[config.mk]
export PLATFORM = sky130hd
export DESIGN_NAME = ssd_capture
export DESIGN_NICKNAME = d
export VERILOG_FILES = /design/src/rtl/ssd_capture.sv
export SDC_FILE = /design/constraint.sdc
export NUM_CORES = 1
export LEC_CHECK = 0
export ABC_AREA = 1
export BUFFER_PORTS_ARGS = -buffer_cell sky130_fd_sc_hd__buf_4
export CAP_MARGIN = 25
export CORE_UTILIZATION = 30
export DETAILED_ROUTE_END_ITERATION = 10
export GPL_TIMING_DRIVEN = 0
export HOLD_SLACK_MARGIN = 0.06
export PLACE_DENSITY = 0.46
export SLEW_MARGIN = 20
export SYNTH_ARGS = -nofsm -noshare
export SYNTH_HDL_FRONTEND = slang
export SYNTH_SLANG_ARGS = --single-unit
[constraint.sdc]
create_clock -name clk -period 2.4 [get_ports clk]
set_clock_uncertainty 0.15 [all_clocks]
set_input_delay 0.24 -clock clk [delete_from_list [all_inputs] [get_ports clk]]
set_output_delay 0.24 -clock clk [all_outputs]
set_load 0.05 [all_outputs]
[src/rtl/ssd_capture.sv]
// Receive side of a multiplexed 4-digit seven-segment interface: samples the
// scanned anode/cathode lines, filters glitches and rebuilds coherent frames.
module ssd_capture #(
  parameter int unsigned STABLE_CYCLES = 1
) (
  input  logic       clk,
  input  logic       rst,
  input  logic [3:0] anode,
  input  logic [7:0] cathode,
  input  logic       clr_err,
  output logic [3:0] ones,
  output logic [3:0] tens,
  output logic [3:0] hundreds,
  output logic [3:0] thousands,
  output logic [3:0] digit_valid,
  output logic       frame_valid,
  output logic [1:0] err
);

  // Returns {legal, hex value} for an active-low {a..g} pattern.
  function automatic logic [4:0] seg_decode(input logic [6:0] seg);
    logic [4:0] res;
    case (seg)
      7'b0000001: res = 5'h10;
      7'b1001111: res = 5'h11;
      7'b0010010: res = 5'h12;
      7'b0000110: res = 5'h13;
      7'b1001100: res = 5'h14;
      7'b0100100: res = 5'h15;
      7'b0100000: res = 5'h16;
      7'b0001111: res = 5'h17;
      7'b0000000: res = 5'h18;
      7'b0000100: res = 5'h19;
      7'b0001000: res = 5'h1A;
      7'b1100000: res = 5'h1B;
      7'b0110001: res = 5'h1C;
      7'b1000010: res = 5'h1D;
      7'b0110000: res = 5'h1E;
      7'b0111000: res = 5'h1F;
      default:    res = 5'h00;
    endcase
    return res;
  endfunction

  logic [11:0]     in_r;
  logic [7:0]      cnt_r;
  logic            held_r;
  logic [3:0]      seen_r;
  logic [3:0][3:0] shadow_r;
  logic [3:0]      shadow_valid_r;
  logic [3:0][3:0] digits_r;
  logic [3:0]      digit_valid_r;
  logic            frame_valid_r;
  logic [1:0]      err_r;

  logic            same_s;
  logic            capture_s;
  logic            legal_cap_s;
  logic            commit_s;
  logic [1:0]      pos_s;
  logic [3:0]      pos_bit_s;
  logic [4:0]      dec_s;
  logic [3:0]      seen_nxt_s;
  logic [1:0]      err_set_s;

  // Capture/commit decisions from the registered sample and counter state.
  always_comb begin
    same_s      = ({anode, cathode} == in_r);
    capture_s   = (cnt_r == 8'(STABLE_CYCLES)) && !held_r;
    dec_s       = seg_decode(in_r[7:1]);
    commit_s    = (seen_r == 4'b1111);
    legal_cap_s = 1'b0;
    pos_s       = 2'd0;
    case (in_r[11:8])
      4'b1110: begin pos_s = 2'd0; legal_cap_s = capture_s; end
      4'b1101: begin pos_s = 2'd1; legal_cap_s = capture_s; end
      4'b1011: begin pos_s = 2'd2; legal_cap_s = capture_s; end
      4'b0111: begin pos_s = 2'd3; legal_cap_s = capture_s; end
      default: begin pos_s = 2'd0; legal_cap_s = 1'b0; end
    endcase
    pos_bit_s    = 4'b0001 << pos_s;
    err_set_s[1] = capture_s && !legal_cap_s && (in_r[11:8] != 4'b1111);
    err_set_s[0] = legal_cap_s && !dec_s[4];
    // A commit clears seen before this edge's capture is merged in.
    if (commit_s) begin
      seen_nxt_s = 4'b0000;
    end else begin
      seen_nxt_s = seen_r;
    end
    if (legal_cap_s) begin
      seen_nxt_s = seen_nxt_s | pos_bit_s;
    end else begin
      seen_nxt_s = seen_nxt_s;
    end
  end

  // Input register and saturating stability counter.
  always_ff @(posedge clk or posedge rst) begin
    if (rst) begin
      in_r   <= 12'h000;
      cnt_r  <= 8'd0;
      held_r <= 1'b0;
    end else begin
      in_r   <= {anode, cathode};
      held_r <= same_s && (cnt_r == 8'd255);
      if (!same_s) begin
        cnt_r <= 8'd1;
      end else if (cnt_r != 8'd255) begin
        cnt_r <= cnt_r + 8'd1;
      end else begin
        cnt_r <= cnt_r;
      end
    end
  end

  // Shadow frame assembly.
  always_ff @(posedge clk or posedge rst) begin
    if (rst) begin
      shadow_r       <= '0;
      shadow_valid_r <= 4'b0000;
      seen_r         <= 4'b0000;
    end else begin
      seen_r <= seen_nxt_s;
      if (legal_cap_s) begin
        shadow_r[pos_s]       <= dec_s[4] ? dec_s[3:0] : 4'h0;
        shadow_valid_r[pos_s] <= dec_s[4];
      end
    end
  end

  // Frame commit and sticky error flags.
  always_ff @(posedge clk or posedge rst) begin
    if (rst) begin
      digits_r      <= '0;
      digit_valid_r <= 4'b0000;
      frame_valid_r <= 1'b0;
      err_r         <= 2'b00;
    end else begin
      frame_valid_r <= commit_s;
      if (commit_s) begin
        digits_r      <= shadow_r;
        digit_valid_r <= shadow_valid_r;
      end
      err_r <= (clr_err ? 2'b00 : err_r) | err_set_s;
    end
  end

  assign ones        = digits_r[0];
  assign tens        = digits_r[1];
  assign hundreds    = digits_r[2];
  assign thousands   = digits_r[3];
  assign digit_valid = digit_valid_r;
  assign frame_valid = frame_valid_r;
  assign err         = err_r;

endmodule

==> results of run 1 <==
-- cell type report --
class	count	area, sq um	area share, %
plain buffers	4	16.3	0.408
clock buffers	9	124	3.11
clock inverters	7	52.6	1.32
inverters	34	130	3.27
multi-input cells	286	1340	33.7
flip-flops and latches	68	1700	42.7
well taps	136	170	4.27
repair buffers	52	445	11.2
-- per-layer routing --
metal	global-route usage, %	vias up	routed length (um)
met3	3.87	10	217
met1	17.3	1209	3230
met4	4.53	0	99
met5	0	-	0
li1	-	1344	-
met2	23.4	42	3320
-- synthesized netlist by cell type, drive strengths merged --
cell type | number | share of area, %
and2 | 1 | 0.20
buf | 1 | 0.16
clkbuf | 3 | 0.35
dfrtp | 68 | 53
ha | 2 | 0.78
inv | 34 | 4.0
nand2 | 165 | 20
nand3 | 23 | 3.9
nand3b | 3 | 0.71
nand4 | 7 | 1.4
nor2 | 52 | 7.5
nor3 | 8 | 2.1
o21ai | 12 | 1.9
or2 | 1 | 0.20
xnor2 | 10 | 2.7
xor2 | 2 | 0.55
-- per-stage QoR --
step	worst slack, ns	cell area (sq um)	instances	setup TNS (ns)
final	0.606	3980	596	0
after global routing	0.375	3980	596	0
after CTS	0.572	3980	596	0
after detailed placement	0.590	3670	566	0
after global placement	-0.711	3640	565	-47.96
after floorplan	0.298	3190	392	0
-- logic make-up (layout without fill, tap and decap cells) --
logic type      Yosys count  after routing  share of synthesized area, %
compound gates           12             12                          1.88
xor+xnor                 12             12                          3.30
fa+ha+maj                 2              2                         0.785
buf+inv                  38            106                          4.51
flops                    68             68                          53.4
simple gates            260            260                          36.1
-- critical path: cells and delay by family (launching register included) --
family	cells	cell delay, ns
adders and majority gates	1	0.16
buffers and inverters	1	0.06
and+or+nand+nor	6	0.95
DFF	1	0.41
-- cell usage in the layout, fill, tap and decap left out, drive strengths merged --
master and n:
nand2 165, inv 35, ha 2, clkbuf 12, dfrtp 68, o21ai 12
nand3 23, and2 1, nor3 8, nand3b 3, nor2 52, dlygate4sd3 14
or2 1, nand4 7, xor2 2, buf 39, xnor2 10, clkinvlp 1
clkinv 5
-- repair_timing --
| action | 4_1_cts | 5_1_grt |
|---|---|---|
| buffers inserted | 0 | 0 |
| gates resized for setup | 0 | 0 |
| hold buffers | 14 | 0 |
| endpoints found under the hold margin | 73 | 0 |
-- worst max path at each step --
| stage | depth (start not counted) | slack, ns | from | endpoint |
|---|---|---|---|---|
| 6_report | 8 | 0.61 | cnt_r[1]$_DFFE_PP0N_ | shadow_r[14]$_DFFE_PP0P_ |
| 5_1_grt | 7 | 0.37 | cnt_r[0]$_DFFE_PP0N_ | shadow_r[12]$_DFFE_PP0P_ |
| 4_1_cts | 8 | 0.57 | cnt_r[1]$_DFFE_PP0N_ | shadow_r[14]$_DFFE_PP0P_ |
| 3_5_place_dp | 8 | 0.59 | cnt_r[1]$_DFFE_PP0N_ | shadow_r[14]$_DFFE_PP0P_ |
| 3_3_place_gp | 2 | -0.71 | rst | thousands[0]$_DFFE_PP0P_ |
| 2_1_floorplan | 1 | 0.30 | rst | cnt_r[0]$_DFFE_PP0N_ |
-- report_power, final --
group | switching (mW) | internal (mW) | total [mW]
logic | 0.415 | 0.196 | 0.611
clock network | 0.470 | 0.379 | 0.850
registers | 0.0754 | 1.27 | 1.34
total | 0.961 | 1.84 | 2.80
==> summary.txt, run 1 <==
status = complete, no violations
P per Cell Area = 704 mW/mm^2
layout cells sized above 1 = 16.1%
grt ovf = 0
max FFs per register = 16
Synth cell types = 26
Routed WL = 6860 um
Pleak = 2.12 nW
CP Max Fanout = 5
Tightest Hold Check Type = input port to async pin
final setup vio count = 0
Pwr Total = 2.80 mW
Port Buffers = 37
CP Cell Sequence = inv_1, ha_1, nand3_1, nor3_1, nand2_1, nor2_4, nand2_1, nand2_1
unrepaired setup endpoints after global routing = no
area grow syn2layout = 24.9%
fin crit share = 74.7%
Worst setup SP type = flop
Initial Util = 30.9%
Crit Path Class = flop to flop
Slowest Stage Delay on Critical Path = 0.41 ns
Max-cap violations = 0
Worst EP required = 2.54 ns
Detailed Routing Iterations Pass 1 = 4
Syn Inst Count = 392
CP Capture Type = flop
synth warn = 0
largest net degree at the start of global routing = 46
Antenna Nets Post-Route = 0
CP max stage cell = dfrtp_1
DRC Markers = 0
initial antenna violation count = 0
total track usage = 14.0%
Biggest register = shadow_r
vias per cell = 4.37
Peak Freq = 557 MHz
number of global-route vias before repair = 2639
detailed placer's ending HPWL = 4980 um
post-route minimum period = 1.79 ns
drt initial violations = 71
total number of vias = 2605
clk root buf = clkbuf_8
first-pass GRT wire length = 12100 um
Top Ports = 38
ANT cells = 0
routability cong. = 0.776
Fin. Hold Viols = 0
Slew HR = 59.5%
sequential share of the synthesized area = 53.4%
Num Clock Sinks = 68
Fill cells = 1103
Slew @ Worst Pin = 0.604 ns
Reg2Reg Depth = 8
worst reg-to-reg setup slack = 0.61 ns
Reg clk slew, reported paths = 0.08 ns
Die Wd = 105 um
maximum vdd drop = 0.243 mV
reg-to-reg endpoint = shadow_r[14]$_DFFE_PP0P_
Rows = 37
H-tree depth = 3
most frequent cell on the critical path = nand2_1
Data arrival, critical path = 1.93 ns
maximum root-to-sink buffer count = 2
Mean Syn Cell Area = 8.13 sq um
biggest regs = shadow_r: 16 flops, in_r: 12 flops, cnt_r: 8 flops
synthesized area = 0.00319 sq mm
Syn Nets = 409
core region area = 0.0103 sq mm
utilization after layout = 38.6%
CTS tree = done
Net count, final = 472
Die ar. = 0.0110 sq mm
Worst Hold Margin = 0.271 ns
number of synthesized register bits = 68
die height = 105 um
Worst-Skew Late Latency = 0.35 ns
max-slew violation count = 0
RR Startpoint = cnt_r[1]$_DFFE_PP0N_
TritonCTS buffer count = 9
WL per Instance = 11.5 um
(Power assumes the default switching activity.)
==> inputs of run 2 (changes only) <==
PLACE_DENSITY = 0.47   (was 0.46)
clock period = 1.6 ns   (was 2.4 ns; I/O delays follow)
==> run 2 against run 1 <==
  * The flow now finishes with violations (setup timing)
  * Cell area rose by 17%
  * Power rose by 60%
  * Setup slack got worse by 0.67 ns
  * Largest cell class unchanged
  * Sequential power rose by 51%
==> summary.txt, run 2 (synthesis gave the netlist of run 1 again) <==
CTS tree = done
Routed WL = 7550 um (+10%)
Tightest Hold Check Type = input port to async pin
Pleak = 2.39 nW (+13%)
post-route minimum period = 1.67 ns (-0.128 ns)
Crit Path Class = flop to flop
multi-input combinational cell area = 0.00168 sq mm (+25%)
Max-cap violations = 0 (unchanged)
DRC Markers = 0 (unchanged)
drt initial violations = 87 (+23%)
Die Wd = 105 um (unchanged)
routability cong. = 0.818 (+5.4%)
number of global-route vias before repair = 2819 (+6.8%)
internal power = 2.98 mW (+62%)
Logic pwr share = 22.6% (+0.8 points)
unrepaired setup endpoints after global routing = yes
worst reg-to-reg setup slack = -0.07 ns (-0.67 ns)
final setup vio count = 10 (+10)
largest net degree at the start of global routing = 24 (-48%)
most common cell after layout, fill and taps aside = nand2_1
ANT cells = 0 (unchanged)
first-pass GRT wire length = 13000 um (+7.6%)
Sequential Area = 0.00172 sq mm (+0.81%)
layout cells sized above 1 = 40.6% (+24 points)
core region area = 0.0103 sq mm (unchanged)
RR Startpoint = in_r[8]$_DFF_PP0_
Reg clk slew, reported paths = 0.08 ns (about the same)
placed cell areas = 0.00372 sq mm (+1.5%)
Antenna Nets Post-Route = 0 (unchanged)
switch share = 33.5% (-0.75 points)
CP Max Fanout = 6 (+1)
Reg2Reg Depth = 10 (+2)
total number of vias = 2754 (+5.7%)
Initial Util = 30.9% (unchanged)
Worst EP required = 1.70 ns (-0.84 ns)
failing checks = setup timing
fin crit share = 104% (+29 points)
Port Buffers = 37 (unchanged)
commonest cells after routing, fill and taps aside = nand2_1 (129), buf_4 (58), dfrtp_1 (57), nand2_2 (32), nor2_1 (29)
Peak Freq = 600 MHz (+7.7%)
Pwr Total = 4.49 mW (+60%)
status = finished, violations left
P per Cell Area = 965 mW/mm^2 (+37%)
die height = 105 um (unchanged)
sequential power share = 45.1% (-2.8 points)
maximum vdd drop = 0.506 mV (+110%)
Design Area, Final = 0.00465 sq mm (+17%)
Worst Hold Margin = 0.201 ns (-0.0709 ns)
initial antenna violation count = 0 (unchanged)
Die ar. = 0.0110 sq mm (unchanged)
Top Ports = 38 (unchanged)
max FFs per register = 16 (unchanged)
CP Capture Type = flop
Worst setup SP type = flop
max-slew violation count = 0 (unchanged)
Biggest register = shadow_r
final worst slack = -0.0659 ns (-0.672 ns)
area grow syn2layout = 45.9%
maximum root-to-sink buffer count = 2 (unchanged)
Num Clock Sinks = 68 (unchanged)
H-tree depth = 3 (unchanged)
Worst-Skew Late Latency = 0.35 ns (about the same)
vias per cell = 4.41 (+0.98%)
Fill cells = 1027 (-6.9%)
grt ovf = 0 (unchanged)
detailed placer's ending HPWL = 5120 um (+2.9%)
Net count, final = 500 (+5.9%)
clock network power share = 32.3% (+2.0 points)
WL per Instance = 12.1 um (+5.1%)
biggest regs = shadow_r: 16 flops, in_r: 12 flops, cnt_r: 8 flops
TritonCTS buffer count = 9 (unchanged)
clk root buf = clkbuf_8
Switch Pwr = 1.51 mW (+57%)
utilization after layout = 45.0% (+6.5 points)
Rows = 37 (unchanged)
total track usage = 14.8% (+0.81 points)
Fin. Hold Viols = 0 (unchanged)
Detailed Routing Iterations Pass 1 = 5 (+1)
Slew @ Worst Pin = 0.362 ns (-0.241 ns)
reg-to-reg endpoint = shadow_r[11]$_DFFE_PP0P_
Data arrival, critical path = 1.76 ns (-0.17 ns)
Slew HR = 75.8% (+16 points)
-- run 2: cell count changes in the layout (fill, tap and decap cells not counted), sizes merged --
| cell | previous run | this run |
|---|---|---|
| clkinv | 5 | 3 |
| bufinv | 0 | 1 |
| clkinvlp | 1 | 3 |
| inv | 35 | 34 |
| buf | 39 | 67 |
-- run 2: how the worst max path moves through the flow --
stage                         start                             to
2_1_floorplan  cnt_r[1]$_DFFE_PP0N_  shadow_valid_r[2]$_DFFE_PP0P_
3_3_place_gp   cnt_r[1]$_DFFE_PP0N_       shadow_r[14]$_DFFE_PP0P_
3_5_place_dp   cnt_r[1]$_DFFE_PP0N_       shadow_r[14]$_DFFE_PP0P_
4_1_cts        cnt_r[1]$_DFFE_PP0N_       shadow_r[14]$_DFFE_PP0P_
5_1_grt        cnt_r[1]$_DFFE_PP0N_           cnt_r[3]$_DFFE_PP0N_
6_report          in_r[8]$_DFF_PP0_       shadow_r[11]$_DFFE_PP0P_
-- run 2: stage by stage --
step                      std cells  setup slack (ns)  setup TNS, ns
final                           624           -0.0659         -0.334
after global routing            624            -0.190          -3.09
after CTS                       608           -0.0475         -0.200
after detailed placement        568            -0.188          -3.62
after global placement          565            -0.170          -4.49
after floorplan                 392            0.0425              0
-- run 2: power groups by stage --
stage | Combinational, mW | Clock (mW) | Sequential, mW
floorplan | 0.308 | 0 | 2.35
global placement | 0.885 | 0 | 2.05
detailed placement | 0.917 | 0 | 2.05
CTS | 0.974 | 1.50 | 2.02
global route | 1.11 | 1.58 | 2.05
finish | 1.02 | 1.45 | 2.02
-- run 2: what timing repair did --
| action | 4_1_cts | 5_1_grt |
|---|---|---|
| cloned | 0 | 0 |
| buffers inserted | 10 | 16 |
| endpoints found under the hold margin | 44 | 0 |
| setup endpoints to repair | 36 | 35 |
| gates resized for setup | 37 | 86 |
| pin swaps | 15 | 44 |
| hold buffers | 14 | 0 |
-- run 2: metal layers --
| metal | up-vias | wire length (um) | GRT usage [%] | part of all wire, % |
|---|---|---|---|---|
| li1 | 1401 | - | - | - |
| met4 | 0 | 89 | 4.63 | 1.2 |
| met5 | - | 0 | 0 | 0 |
| met1 | 1294 | 3270 | 18.1 | 43 |
| met2 | 49 | 3920 | 25.7 | 52 |
| met3 | 10 | 269 | 3.31 | 3.6 |
-- run 2: area by class of cell --
cell class	count	area share, %
Buffer	4	0.430
Clock buffer	9	2.66
Clock inverter	7	1.64
Inverter	34	2.93
Multi-Input combinational cell	286	36.1
Sequential cell	68	36.9
Tap cell	136	3.66
Timing Repair Buffer	80	15.7
-- run 2: worst max-delay path, stage by stage, from the launching register on --
cell	delay [ns]
dfrtp_1	0.42
nand2_2	0.16
inv_2	0.05
nor2_2	0.11
o21ai_2	0.08
nand2_4	0.12
nand2_8	0.09
nor2_4	0.19
inv_4	0.07
nand2_2	0.07
nand2_2	0.04
==> inputs of run 3 (changes only) <==
CORE_UTILIZATION = 50   (was 30)
PLACE_DENSITY = 0.72   (was 0.47)
SKIP_LAST_GASP = 1   (was not set)
==> run 3 against run 2 <==
  * The flow still finishes with violations (setup timing)
  * Fmax up 0.86%
  * Flip-flop and latch count unchanged
  * Routed wire length down 3.0%
  * Power up 2.2%
  * Critical endpoint is now shadow_r[13]$_DFFE_PP0P_
  * Largest cell class unchanged
==> summary.txt, run 3 (synthesis gave the netlist of run 1 again) <==
status = finished, violations left
failing checks = setup timing
CP Capture Type = flop
total number of vias = 2825 (+2.6%)
H-tree depth = 3 (unchanged)
Worst EP required = 1.69 ns (about the same)
clk root buf = clkbuf_8
Reg clk slew, reported paths = 0.07 ns (about the same)
CTS tree = done
Pleak = 2.35 nW (-1.9%)
Peak Freq = 605 MHz (+0.86%)
final worst slack = -0.0518 ns (+0.0141 ns)
Max-cap violations = 0 (unchanged)
unrepaired setup endpoints after global routing = yes
vias per cell = 5.04 (+14%)
Rows = 28 (-24%)
TritonCTS buffer count = 9 (unchanged)
layout cells sized above 1 = 33.1% (-7.4 points)
Worst setup SP type = flop
Die Wd = 81.9 um (-22%)
CP Max Fanout = 4 (-2)
maximum vdd drop = 0.630 mV (+24%)
P per Cell Area = 1040 mW/mm^2 (+7.9%)
Antenna Nets Post-Route = 0 (unchanged)
area grow syn2layout = 38.1%
first-pass GRT wire length = 11700 um (-10%)
largest net degree at the start of global routing = 32 (+33%)
biggest regs = shadow_r: 16 flops, in_r: 12 flops, cnt_r: 8 flops
maximum root-to-sink buffer count = 2 (unchanged)
most common cell after layout, fill and taps aside = nand2_1
max FFs per register = 16 (unchanged)
Crit Path Class = flop to flop
final setup vio count = 13 (+3)
utilization after layout = 73.1% (+28 points)
grt ovf = 0 (unchanged)
Routed WL = 7330 um (-3.0%)
routability cong. = 0.811 (-0.86%)
Tightest Hold Check Type = input port to async pin
Reg2Reg Depth = 7 (-3)
detailed placer's ending HPWL = 4700 um (-8.2%)
total track usage = 23.3% (+8.6 points)
Die ar. = 0.00670 sq mm (-39%)
Net count, final = 498 (-0.40%)
DRC Markers = 0 (unchanged)
setup TNS = -0.352 ns (-0.0177 ns)
Fin. Hold Viols = 0 (unchanged)
Num Clock Sinks = 68 (unchanged)
Port Buffers = 37 (unchanged)
worst reg-to-reg setup slack = -0.05 ns (about the same)
reg-to-reg endpoint = shadow_r[13]$_DFFE_PP0P_
max-slew violation count = 0 (unchanged)
Slew @ Worst Pin = 0.706 ns (+0.344 ns)
initial antenna violation count = 0 (unchanged)
Worst-Skew Late Latency = 0.34 ns (about the same)
fin crit share = 103% (-0.88 points)
WL per Instance = 13.1 um (+7.9%)
RR Startpoint = cnt_r[1]$_DFFE_PP0N_
post-route minimum period = 1.65 ns (-0.0141 ns)
Initial Util = 52.9% (+22 points)
Detailed Routing Iterations Pass 1 = 4 (-1)
commonest cells after routing, fill and taps aside = nand2_1 (147), buf_4 (59), dfrtp_1 (55), nor2_1 (34), inv_1 (21)
ANT cells = 0 (unchanged)
drt initial violations = 113 (+30%)
Slew HR = 52.8% (-23 points)
Worst Hold Margin = 0.327 ns (+0.127 ns)
core region area = 0.00603 sq mm (-42%)
Top Ports = 38 (unchanged)
Biggest register = shadow_r
Data arrival, critical path = 1.74 ns (-0.02 ns)
die height = 81.9 um (-22%)
number of global-route vias before repair = 2651 (-6.0%)
[run 3: cell types whose count changed in the layout (fill, tap and decap cells not counted), moves of 3 or more]
cell,change
nor3_2,-3
inv_1,+4
nor3_1,+3
nand3_2,-4
nor2_4,-6
nand2_1,+18
nor2_1,+5
nand2_2,-19
nand3_1,+3
[run 3: per-stage QoR]
step	instances	cell area, sq um	total power, mW	worst slack, ns
floorplan	392	3190	2.65	0.0425
CTS	546	4130	4.59	-0.0231
detailed placement	506	3620	2.96	-0.169
finish	561	4400	4.59	-0.0518
global placement	504	3560	2.91	-0.141
global route	561	4400	4.80	-0.143
[run 3: per-layer routing]
layer / global-route usage [%] / wire, um / vias up
li1: - / - / 1404
met1: 27.6 / 3010 / 1332
met2: 40.4 / 3890 / 78
met3: 4.33 / 298 / 11
met4: 11.6 / 126 / 0
met5: 0 / 0 / -
[run 3: final cells by class]
class | count | area [sq um]
tap | 75 | 93.8
clock inverter | 6 | 86.3
sequential | 68 | 1720
buffer | 4 | 17.5
timing repair buffer | 78 | 672
multi-input combinational | 286 | 1550
clock buffer | 10 | 138
inverter | 34 | 131
fill | 451 | 1620
[run 3: power breakdown]
part           total (mW)  leakage, nW  internal (mW)  switching [mW]
Combinational       0.986         1.35          0.333           0.653
Clock                1.58        0.113          0.920           0.661
Sequential           2.02        0.883           1.90           0.119
Total                4.59         2.35           3.16            1.43
[run 3: worst max-delay path, stage by stage (launching register included)]
cell,delay (ns)
dfrtp_1,0.42
inv_2,0.08
ha_4,0.15
nand3_2,0.11
nor3_1,0.24
nand3_1,0.22
nand2_1,0.13
nand2_2,0.05
[run 3: worst max-delay path by stage]
stage | start | endpoint | slack [ns]
after floorplan | cnt_r[1]$_DFFE_PP0N_ | shadow_valid_r[2]$_DFFE_PP0P_ | 0.04
after global placement | cnt_r[1]$_DFFE_PP0N_ | shadow_r[14]$_DFFE_PP0P_ | -0.14
after detailed placement | cnt_r[1]$_DFFE_PP0N_ | shadow_r[12]$_DFFE_PP0P_ | -0.17
after CTS | in_r[9]$_DFF_PP0_ | shadow_valid_r[0]$_DFFE_PP0P_ | -0.02
after global routing | cnt_r[1]$_DFFE_PP0N_ | shadow_valid_r[0]$_DFFE_PP0P_ | -0.14
final | cnt_r[1]$_DFFE_PP0N_ | shadow_r[13]$_DFFE_PP0P_ | -0.05
[run 3: what timing repair did]
action                                  CTS  global route
gates resized for setup                  24            57
hold buffers                             14             0
pin swaps                                14            29
endpoints found under the setup margin   31            43
buffers inserted                         10            15
hold endpoints to repair                 44             0
